**config.mk**
```make
export PLATFORM = sky130hd
export DESIGN_NAME = conv_mac3x3
export DESIGN_NICKNAME = d
export VERILOG_FILES = /design/src/rtl/cnn_pkg.sv /design/src/rtl/requant_clamp.sv /design/src/rtl/conv_mac3x3.sv
export SDC_FILE = /design/constraint.sdc
export NUM_CORES = 2
export LEC_CHECK = 0
export ABC_CLOCK_PERIOD_IN_PS = 7550
export BUFFER_PORTS_ARGS = -buffer_cell sky130_fd_sc_hd__buf_2
export CAP_MARGIN = 20
export CORE_ASPECT_RATIO = 1.25
export CORE_MARGIN = 2
export CORE_UTILIZATION = 55
export CTS_CLUSTER_SIZE = 25
export DETAILED_ROUTE_END_ITERATION = 8
export PLACE_DENSITY = 0.73
export SYNTH_ARGS = -nofsm -noshare
export SYNTH_HDL_FRONTEND = slang
export SYNTH_SLANG_ARGS = --single-unit
```
**constraint.sdc**
```tcl
create_clock -name clk -period 7.55 [get_ports clk]
set_input_delay 1.51 -clock clk [delete_from_list [all_inputs] [get_ports clk]]
set_output_delay 1.51 -clock clk [all_outputs]
set_load 0.05 [all_outputs]
```
**src/rtl/cnn_pkg.sv**
```systemverilog
// rtl/cnn_pkg.sv - shared kernel constants, accumulator sizing and load-FSM encoding
package cnn_pkg;

    localparam int KERNEL_ROWS = 3;
    localparam int KERNEL_COLS = 3;
    localparam int KERNEL_TAPS = 9;

    function automatic int acc_width(input int data_width, input int weight_width);
        return data_width + weight_width + 5;
    endfunction

    typedef enum logic [1:0] {
        LOAD_EMPTY   = 2'd0,
        LOAD_LOADING = 2'd1,
        LOAD_READY   = 2'd2
    } load_state_t;

endpackage

```
**src/rtl/requant_clamp.sv**
```systemverilog
// rtl/requant_clamp.sv - round-half-up, arithmetic right shift and clamp to an unsigned pixel
module requant_clamp #(
    parameter int DATA_WIDTH = 8,
    parameter int ACC_WIDTH  = 21
) (
    input  logic [ACC_WIDTH-1:0]  i_acc,
    input  logic [4:0]            i_shift,
    output logic [DATA_WIDTH-1:0] o_pixel
);
    localparam int EXT_W = ACC_WIDTH + 1;
    localparam logic signed [EXT_W-1:0] MAX_PIX = EXT_W'((64'd1 << DATA_WIDTH) - 64'd1);

    logic signed [EXT_W-1:0] w_round;
    logic signed [EXT_W-1:0] w_sum;
    logic signed [EXT_W-1:0] w_shifted;

    // One extra bit keeps the rounding add from overflowing near the accumulator limit.
    always_comb begin
        w_round = '0;
        if (i_shift != 5'd0) begin
            w_round = {{(EXT_W-1){1'b0}}, 1'b1} << (i_shift - 5'd1);
        end
        w_sum     = {i_acc[ACC_WIDTH-1], i_acc} + w_round;
        w_shifted = w_sum >>> i_shift;
        if (w_shifted[EXT_W-1]) begin
            o_pixel = '0;
        end else if (w_shifted > MAX_PIX) begin
            o_pixel = '1;
        end else begin
            o_pixel = w_shifted[DATA_WIDTH-1:0];
        end
    end

endmodule

```
**src/rtl/conv_mac3x3.sv**
```systemverilog
// rtl/conv_mac3x3.sv - pipelined 3x3 signed MAC with serial kernel load and requantized output
module conv_mac3x3
    import cnn_pkg::*;
#(
    parameter int DATA_WIDTH         = 8,
    parameter int WEIGHT_WIDTH       = 8,
    parameter int KERNEL_ROW_SIZE    = 3,
    parameter int KERNEL_COLUMN_SIZE = 3,
    parameter int ACC_WIDTH          = acc_width(DATA_WIDTH, WEIGHT_WIDTH)
) (
    input  logic                              clk,
    input  logic                              rst_n,
    input  logic [KERNEL_TAPS*DATA_WIDTH-1:0] window_in,
    input  logic                              valid_in,
    input  logic [WEIGHT_WIDTH-1:0]           weight_in,
    input  logic                              weight_valid,
    input  logic [ACC_WIDTH-1:0]              bias_in,
    input  logic [4:0]                        shift_amt,
    output logic [DATA_WIDTH-1:0]             out_pixel,
    output logic [ACC_WIDTH-1:0]              acc_out,
    output logic                              valid_out,
    output logic                              weights_ready,
    output logic                              drop_err
);
    localparam int PROD_W = DATA_WIDTH + WEIGHT_WIDTH + 1;

    generate
        if (KERNEL_ROW_SIZE != KERNEL_ROWS || KERNEL_COLUMN_SIZE != KERNEL_COLS) begin : g_param_check
            $error("conv_mac3x3 supports only a 3x3 kernel");
        end
    endgenerate

    load_state_t r_state, w_next_state;
    logic [3:0]  r_load_cnt, w_next_cnt, w_load_idx;
    logic        r_weights_ready, r_drop_err, w_accept;
    logic [3:0]  r_valid_pipe;

    logic signed [WEIGHT_WIDTH-1:0] r_weight  [KERNEL_TAPS];
    logic signed [ACC_WIDTH-1:0]    r_bias;
    logic signed [PROD_W-1:0]       r_prod    [KERNEL_TAPS];
    logic signed [PROD_W-1:0]       w_prod    [KERNEL_TAPS];
    logic signed [ACC_WIDTH-1:0]    r_row_sum [KERNEL_ROWS];
    logic signed [ACC_WIDTH-1:0]    w_row_sum [KERNEL_ROWS];
    logic signed [ACC_WIDTH-1:0]    w_total, r_acc, r_acc_out;
    logic [DATA_WIDTH-1:0]          r_out_pixel, w_requant;

    function automatic logic signed [ACC_WIDTH-1:0] sext_prod(input logic signed [PROD_W-1:0] p);
        return {{(ACC_WIDTH-PROD_W){p[PROD_W-1]}}, p};
    endfunction

    // The first weight of every load (initial or reload) lands in tap 0.
    always_comb begin
        w_next_state = r_state;
        w_next_cnt   = r_load_cnt;
        w_load_idx   = 4'd0;
        case (r_state)
            LOAD_EMPTY, LOAD_READY: begin
                if (weight_valid) begin
                    w_next_state = LOAD_LOADING;
                    w_next_cnt   = 4'd1;
                end
            end
            LOAD_LOADING: begin
                w_load_idx = r_load_cnt;
                if (weight_valid) begin
                    if (r_load_cnt == 4'd8) begin
                        w_next_state = LOAD_READY;
                        w_next_cnt   = 4'd0;
                    end else begin
                        w_next_cnt = r_load_cnt + 4'd1;
                    end
                end
            end
            default: begin
                w_next_state = LOAD_EMPTY;
                w_next_cnt   = 4'd0;
            end
        endcase
    end

    always_ff @(posedge clk or negedge rst_n) begin
        if (!rst_n) begin
            r_state         <= LOAD_EMPTY;
            r_load_cnt      <= 4'd0;
            r_weights_ready <= 1'b0;
            r_bias          <= '0;
            for (int k = 0; k < KERNEL_TAPS; k++) begin
                r_weight[k] <= '0;
            end
        end else begin
            r_state         <= w_next_state;
            r_load_cnt      <= w_next_cnt;
            r_weights_ready <= (w_next_state == LOAD_READY);
            if (weight_valid) begin
                r_weight[w_load_idx] <= weight_in;
                if (r_state == LOAD_LOADING && r_load_cnt == 4'd8) begin
                    r_bias <= bias_in;
                end
            end
        end
    end

    assign w_accept = valid_in && r_weights_ready;

    always_comb begin
        for (int k = 0; k < KERNEL_TAPS; k++) begin
            w_prod[k] = $signed({{(WEIGHT_WIDTH+1){1'b0}}, window_in[k*DATA_WIDTH +: DATA_WIDTH]})
                      * $signed({{(DATA_WIDTH+1){r_weight[k][WEIGHT_WIDTH-1]}}, r_weight[k]});
        end
        for (int r = 0; r < KERNEL_ROWS; r++) begin
            w_row_sum[r] = sext_prod(r_prod[r*3]) + sext_prod(r_prod[r*3+1]) + sext_prod(r_prod[r*3+2]);
        end
        w_total = r_row_sum[0] + r_row_sum[1] + r_row_sum[2] + r_bias;
    end

    requant_clamp #(
        .DATA_WIDTH (DATA_WIDTH),
        .ACC_WIDTH  (ACC_WIDTH)
    ) u_requant (
        .i_acc   (r_acc),
        .i_shift (shift_amt),
        .o_pixel (w_requant)
    );

    // Stage registers only load when their stage holds a valid window, so idle data stays put.
    always_ff @(posedge clk or negedge rst_n) begin
        if (!rst_n) begin
            r_valid_pipe <= 4'd0;
            r_drop_err   <= 1'b0;
            r_acc        <= '0;
            r_acc_out    <= '0;
            r_out_pixel  <= '0;
            for (int k = 0; k < KERNEL_TAPS; k++) begin
                r_prod[k] <= '0;
            end
            for (int r = 0; r < KERNEL_ROWS; r++) begin
                r_row_sum[r] <= '0;
            end
        end else begin
            r_valid_pipe <= {r_valid_pipe[2:0], w_accept};
            if (valid_in && !r_weights_ready) begin
                r_drop_err <= 1'b1;
            end
            if (w_accept) begin
                for (int k = 0; k < KERNEL_TAPS; k++) begin
                    r_prod[k] <= w_prod[k];
                end
            end
            if (r_valid_pipe[0]) begin
                for (int r = 0; r < KERNEL_ROWS; r++) begin
                    r_row_sum[r] <= w_row_sum[r];
                end
            end
            if (r_valid_pipe[1]) begin
                r_acc <= w_total;
            end
            if (r_valid_pipe[2]) begin
                r_acc_out   <= r_acc;
                r_out_pixel <= w_requant;
            end
        end
    end

    assign out_pixel     = r_out_pixel;
    assign acc_out       = r_acc_out;
    assign valid_out     = r_valid_pipe[3];
    assign weights_ready = r_weights_ready;
    assign drop_err      = r_drop_err;

endmodule

```
### Yosys cells after proc, flatten, opt, wreduce, memory -nomap -nowiden

Cells that the tools add are included.
Widths: inputs -> output; s select.

| storage, ports and cells | value |
|---|---|
| bits of input ports | 110 |
| logic and storage cells | 88 |
| register bits | 371 |
| output and inout bits | 32 |

| cells by class | value |
|---|---|
| shifts and indexed selects | 2 |
| equality and inequality tests | 6 |
| bitwise logic cells | 1 |
| reduce and logical (&&, ||, !) cells | 10 |
| multiply operators | 9 |
| mux-type cells | 15 |
| add/subtract/negate cells | 12 |
| order comparisons | 3 |

Operators with widths:

| cell | count |
|---|---|
| $mul 9x8->17 | 9 |
| $bwmux 72 | 1 |
| $add 21x21->21 | 3 |
| $add 18x17->19 | 3 |
| $add 17x17->18 | 3 |
| $demux 8 s4 | 1 |
| $mux 8 | 3 |
| $add 22x22->22 | 1 |
| $gt 22x9->1 const B | 1 |
| $mux 22 | 1 |
| $shl 1x5->22 const A | 1 |
| $sshr 22x5->22 | 1 |
| $mux 4 | 4 |
| $pmux 4 s2 | 1 |
| $mux 2 | 3 |
| $ge 5x5->1 const B | 1 |
| $lt 5x1->1 const B | 1 |
| $not 4->5 | 1 |
| $reduce_bool 5->1 | 1 |
| $sub 5x1->5 const B | 1 |
| $add 4x1->4 const B | 1 |
| $eq 2x2->1 const B | 2 |
| $eq 4x4->1 const B | 1 |
| $logic_and 1x1->1 | 4 |
| other kinds (7) | 9 |

### Logic depth before layout (Yosys ltp)

| depth | value |
|---|---|
| word-level depth | 8 |
| mapped depth | 20 |
| depth with buffers taken out | 20 |

### By module

A second synthesis with hierarchy kept.

| second synthesis, totals | value |
|---|---|
| cell total of the unflattened synthesis | 4260 |
| area total of the unflattened synthesis | 40516.4 sq um |

By module, submodules not included:

| module | cells each | sequential area each (sq um) | instances | area an instance (sq um) |
|---|---|---|---|---|
| conv_mac3x3 | 3845 | 9133.8 | 1 | 37830.0 |
| requant_clamp | 415 | 0.0 | 1 | 2686.3 |

### Least setup slack after synthesis

No wires, ideal clock.

| timing | value |
|---|---|
| path kind | input to register |
| from | input port window_in[57] |
| to | register r_prod[32] in the netlist's numbering |
| data required time | 7.424 ns |
| setup slack | 1.769 ns |
| buffers on the path | 0 |
| arrival | 5.655 ns |
| setup time | 0.126 ns |
| stages on the path | 17 |
| cells stage by stage | and2_1 > fa_1 > inv_1 > fa_1 > fa_1 > fa_1 > inv_1 > ha_1 > a21oi_1 > o21ai_0 > a21oi_1 > o21ai_0 > a21oi_1 > o21ai_0 > a2111oi_0 > nor3_1 > a221o_1 |

| on the way | value |
|---|---|
| word-level cells in the longest chain between the ends | 1 |

Ends and longest elaborated chain:

| element | RTL line | text |
|---|---|---|
| from (decl) | conv_mac3x3.sv:13 | `input logic [KERNEL_TAPS*DATA_WIDTH-1:0] window_in,` |
| $mul 9x8->17 | conv_mac3x3.sv:108 | `* $signed({{(DATA_WIDTH+1){r_weight[k][WEIGHT_WIDTH-1]}}, r_weight[k]});` |
| to (signal, indexed assignment) | conv_mac3x3.sv:146 | `r_prod[k] <= w_prod[k];` |
| to (decl) | conv_mac3x3.sv:40 | `logic signed [PROD_W-1:0] r_prod [KERNEL_TAPS];` |

Every way passes these cells.
A chain may end at the register's enable or synchronous reset.

### Worst setup path after layout

| timing | value |
|---|---|
| from | input port window_in[11] |
| to | register r_prod[134] in the netlist's numbering |

The elaborated chain is that of the path after synthesis.

==> results.tsv <==
stage	metric	value	unit
run_status	status	finished clean	
critical_path	Worst R2R Setup Slack	2270	ps
layout	multi-input logic area	0.0280	mm2
global_route	gr busiest metal	met2	
timing	Tcrit/Tclk final	76.7	%
global_route	GRT met2 Usage	46.5	%
route	WL final	94500	um
layout	Register Area	0.00914	mm2
route	DRT Pass-1 Iters	6	
synthesis	register bit total from synthesis	365	
place	pre-CTS setup slack	1220	ps
critical_path	CP Data Required Time	8000	ps
critical_path	Worst path slowest cell	a2111oi_0	
cts	Post-CTS Hold Buffers	0	
layout	Layout area overhead	7.64	%
cts	clk slew on worst S/H paths	60	ps
cts	CTS Root Cell	clkbuf_16	
timing	Setup violations, final	0	
min_path	Hold Crit Depth	1	
synthesis	most frequent cell after synthesis	inv_1	
synthesis	post-synthesis cell type count	77	
cts	CTS tree	done	
global_route	Global Route Usage Sum	26.3	%
cts	clock tree buffer depth	3	
cts	postcts setup bufs	0	
critical_path	WP buf/inv	3	
timing	Rel. slew slack	32.3	%
route	via/cell ratio	5.66	
synthesis	ys async rst share	100	%
synthesis	Yosys top cell area share	23.0	%
min_path	min-delay src	drop_err	
floorplanning	# IOs	142	
synthesis	synthesized area	0.0397	mm2
timing	skew final	17.3	ps
timing	RSZ-0062 raised after global routing	false	
floorplanning	Core Box Area	0.0717	mm2
synthesis	area leader, netlist	dfrtp_1	
route	average wire per standard cell	18.1	um
critical_path	critical path class	input port to register	
synthesis	top_reg_cell synth	dfrtp_1	
synthesis	Synth top cells by count	inv_1 (576), nand2_1 (546), ha_1 (481), fa_1 (428), dfrtp_1 (365)	
timing	Worst-Margin Slew	1010	ps
critical_path	data arrival time of the worst path	6240	ps
floorplanning	# rows	110	
layout	nets@finish	5261	
cts	CTS H-tree lvls	2	
critical_path	CP Launch Type	input port	
flow_run	maxcap violations	0	
cts	cts repair resizes	0	
synthesis	YS warnings	0	
global_route	GR Util met3	2.69	%
layout	Layout fillers	6114	
route	vias	29604	
critical_path	max incr delay on CP	650	ps
place	I/O Buffers	141	
timing	crit path time final	5790	ps
critical_path	Crit Path Max Fanout	8	
cts	CTS Buf Count	43	
synthesis	syn_nets	5162	
critical_path	Worst setup EP type	register	
timing	max-slew violation count	0	
synthesis	Post-Syn Area per Cell	9.59	um2
critical_path	reg2reg path depth	18	
floorplanning	full die area	0.0744	mm2
synthesis	Synth area leaders	dfrtp_1 (23%), fa_1 (22%), ha_1 (15%)	
cts	later-pin clock latency in the skew report	570	ps
cts	clock sinks	365	
global_route	Global Route met1 Usage	34.2	%
global_route	vias in the first global route	30630	
route	drt drc	0	
timing	setup TNS	0	ps
critical_path	Crit path max-delay family	adder cells	
global_route	first-pass GRT wire length	157000	um
place	Post-DP HPWL	74900	um
min_path	hold worst-path end	drop_err	
min_path	hold crit path type	register to register	
timing	maximum clock frequency	0.173	GHz
route	Routed Antenna Nets	0	
critical_path	Crit Reg-Reg Startpoint	r_weight[63]	
floorplanning	Die H	305	um
layout	share of cells above drive strength 1	10.2	%
route	DRT iter0 DRCs	1642	
synthesis	sequential fraction of the synthesis area	23.0	%
synthesis	number of synthesized flops with an enable pin	0	
place	routability congestion estimate	0.963	
global_route	initial antenna violation count	7	
global_route	largest net degree at the start of global routing	138	
timing	final hold violation count	0	
critical_path	Crit path top cell by count	fa_1	
layout	Final Util	59.6	%
critical_path	Worst R2R End	r_prod[134]	
critical_path	critical-path cell list	buf_2 > and2_1 > fa_1 > inv_1 > fa_1 > fa_1 > fa_1 > inv_1 > ha_1 > a21oi_1 > o21ai_0 > a21oi_1 > o21ai_0 > a21oi_1 > o21ai_0 > a2111oi_0 > nor3_1 > a221o_1	
synthesis	Synth Instances	4143	
timing	worst setup margin	1760	ps
floorplanning	Starting Density	55.4	%
global_route	GR Overflow Total	0	
floorplanning	Horiz. Die Dim	244	um
[worst register-to-register path, cell delays in order (launching register included)]
cell and delay (ps):
dfrtp_1 530, inv_1 150, fa_1 520, fa_1 520, inv_1 60, fa_1 530
inv_1 50, fa_1 470, inv_1 50, ha_1 290, inv_1 100, o21ai_0 90
a21oi_1 220, o21ai_0 110, a21oi_1 220, o21ai_0 140, a2111oi_0 650, nor3_1 150
a221o_1 320
[state kept, by name (all words and copies together) (netlist names)]
signal and count:
r_prod 153, r_weight 72, r_row_sum 57, acc_out 21, r_acc 21, r_bias 21
out_pixel 8, r_load_cnt 4, r_valid_pipe 4, r_state 2, drop_err 1, weights_ready 1
[per-stage QoR]
stage	instances	hold slack, ps	area, um2
after global placement	5148	444	41400
after detailed placement	5148	448	41400
after floorplan	4143	352	39700
after CTS	5224	465	42800
final	5227	459	42800
after global routing	5225	484	42800
[per-layer routing]
layer | share of wire, % | wire (um) | vias to the layer above
li1 | - | - | 13914
met2 | 51 | 48100 | 642
met5 | 0.038 | 36 | -
met1 | 42 | 39600 | 14878
met4 | 3.0 | 2810 | 6
met3 | 4.2 | 4000 | 164
[kinds of logic (layout without fill, tap and decap cells)]
logic type | count (synthesis) | in the layout | synth area share (%)
buf+inv | 680 | 810 | 6.47
fa+ha+maj | 909 | 909 | 36.7
simple gates | 1232 | 1232 | 14.9
mux | 192 | 192 | 5.60
flops | 365 | 365 | 23.0
compound gates | 643 | 643 | 10.6
other cells | 0 | 2 | 0
xor+xnor | 122 | 122 | 2.69
[final cells by class]
cell class                 count  area share (%)
inverter                     578            5.07
clock inverter                18           0.392
clock buffer                  58            2.86
tap                          952            2.79
antenna                        2          0.0117
multi-input combinational   3098            65.6
timing repair buffer         156            1.96
sequential                   365            21.4
[layout by cell type (no fill, tap or decap), types with 13 or more instances in the layout]
| cell type | synthesis | layout |
|---|---|---|
| a2111oi_0 | 13 | 13 |
| a211oi_1 | 18 | 18 |
| a21boi_0 | 32 | 32 |
| a21o_1 | 40 | 40 |
| a21oi_1 | 129 | 129 |
| a31oi_1 | 17 | 17 |
| and2_1 | 292 | 292 |
| and3_1 | 20 | 20 |
| buf_2 | 4 | 141 |
| buf_4 | 0 | 13 |
| clkbuf_16 | 0 | 45 |
| dfrtp_1 | 365 | 364 |
| fa_1 | 428 | 428 |
| ha_1 | 481 | 481 |
| inv_1 | 576 | 576 |
| mux2_2 | 173 | 173 |
| nand2_1 | 546 | 545 |
| nand2b_1 | 62 | 62 |
| nand3_1 | 33 | 33 |
| nor2_1 | 139 | 138 |
| nor2b_1 | 19 | 19 |
| nor3_1 | 58 | 58 |
| o211ai_1 | 19 | 19 |
| o21a_1 | 29 | 29 |
| o21ai_0 | 196 | 196 |
| o31ai_1 | 52 | 52 |
| or3_1 | 22 | 22 |
| xnor2_1 | 79 | 79 |
| xor2_1 | 43 | 43 |
[how the worst max path moves through the flow]
stage | start | to | slack (ps) | cells after the start
finish | window_in[11] | r_prod[134] | 1760 | 18
floorplan | window_in[57] | r_prod[32] | 1770 | 17
global route | window_in[11] | r_prod[134] | 1380 | 18
global placement | window_in[52] | r_prod[50] | 1310 | 21
CTS | window_in[3] | r_prod[152] | 1810 | 19
detailed placement | window_in[11] | r_prod[134] | 1220 | 18
Power is not shown: default switching activity piles up to over one toggle a cycle in this logic, so the estimate is an artifact.
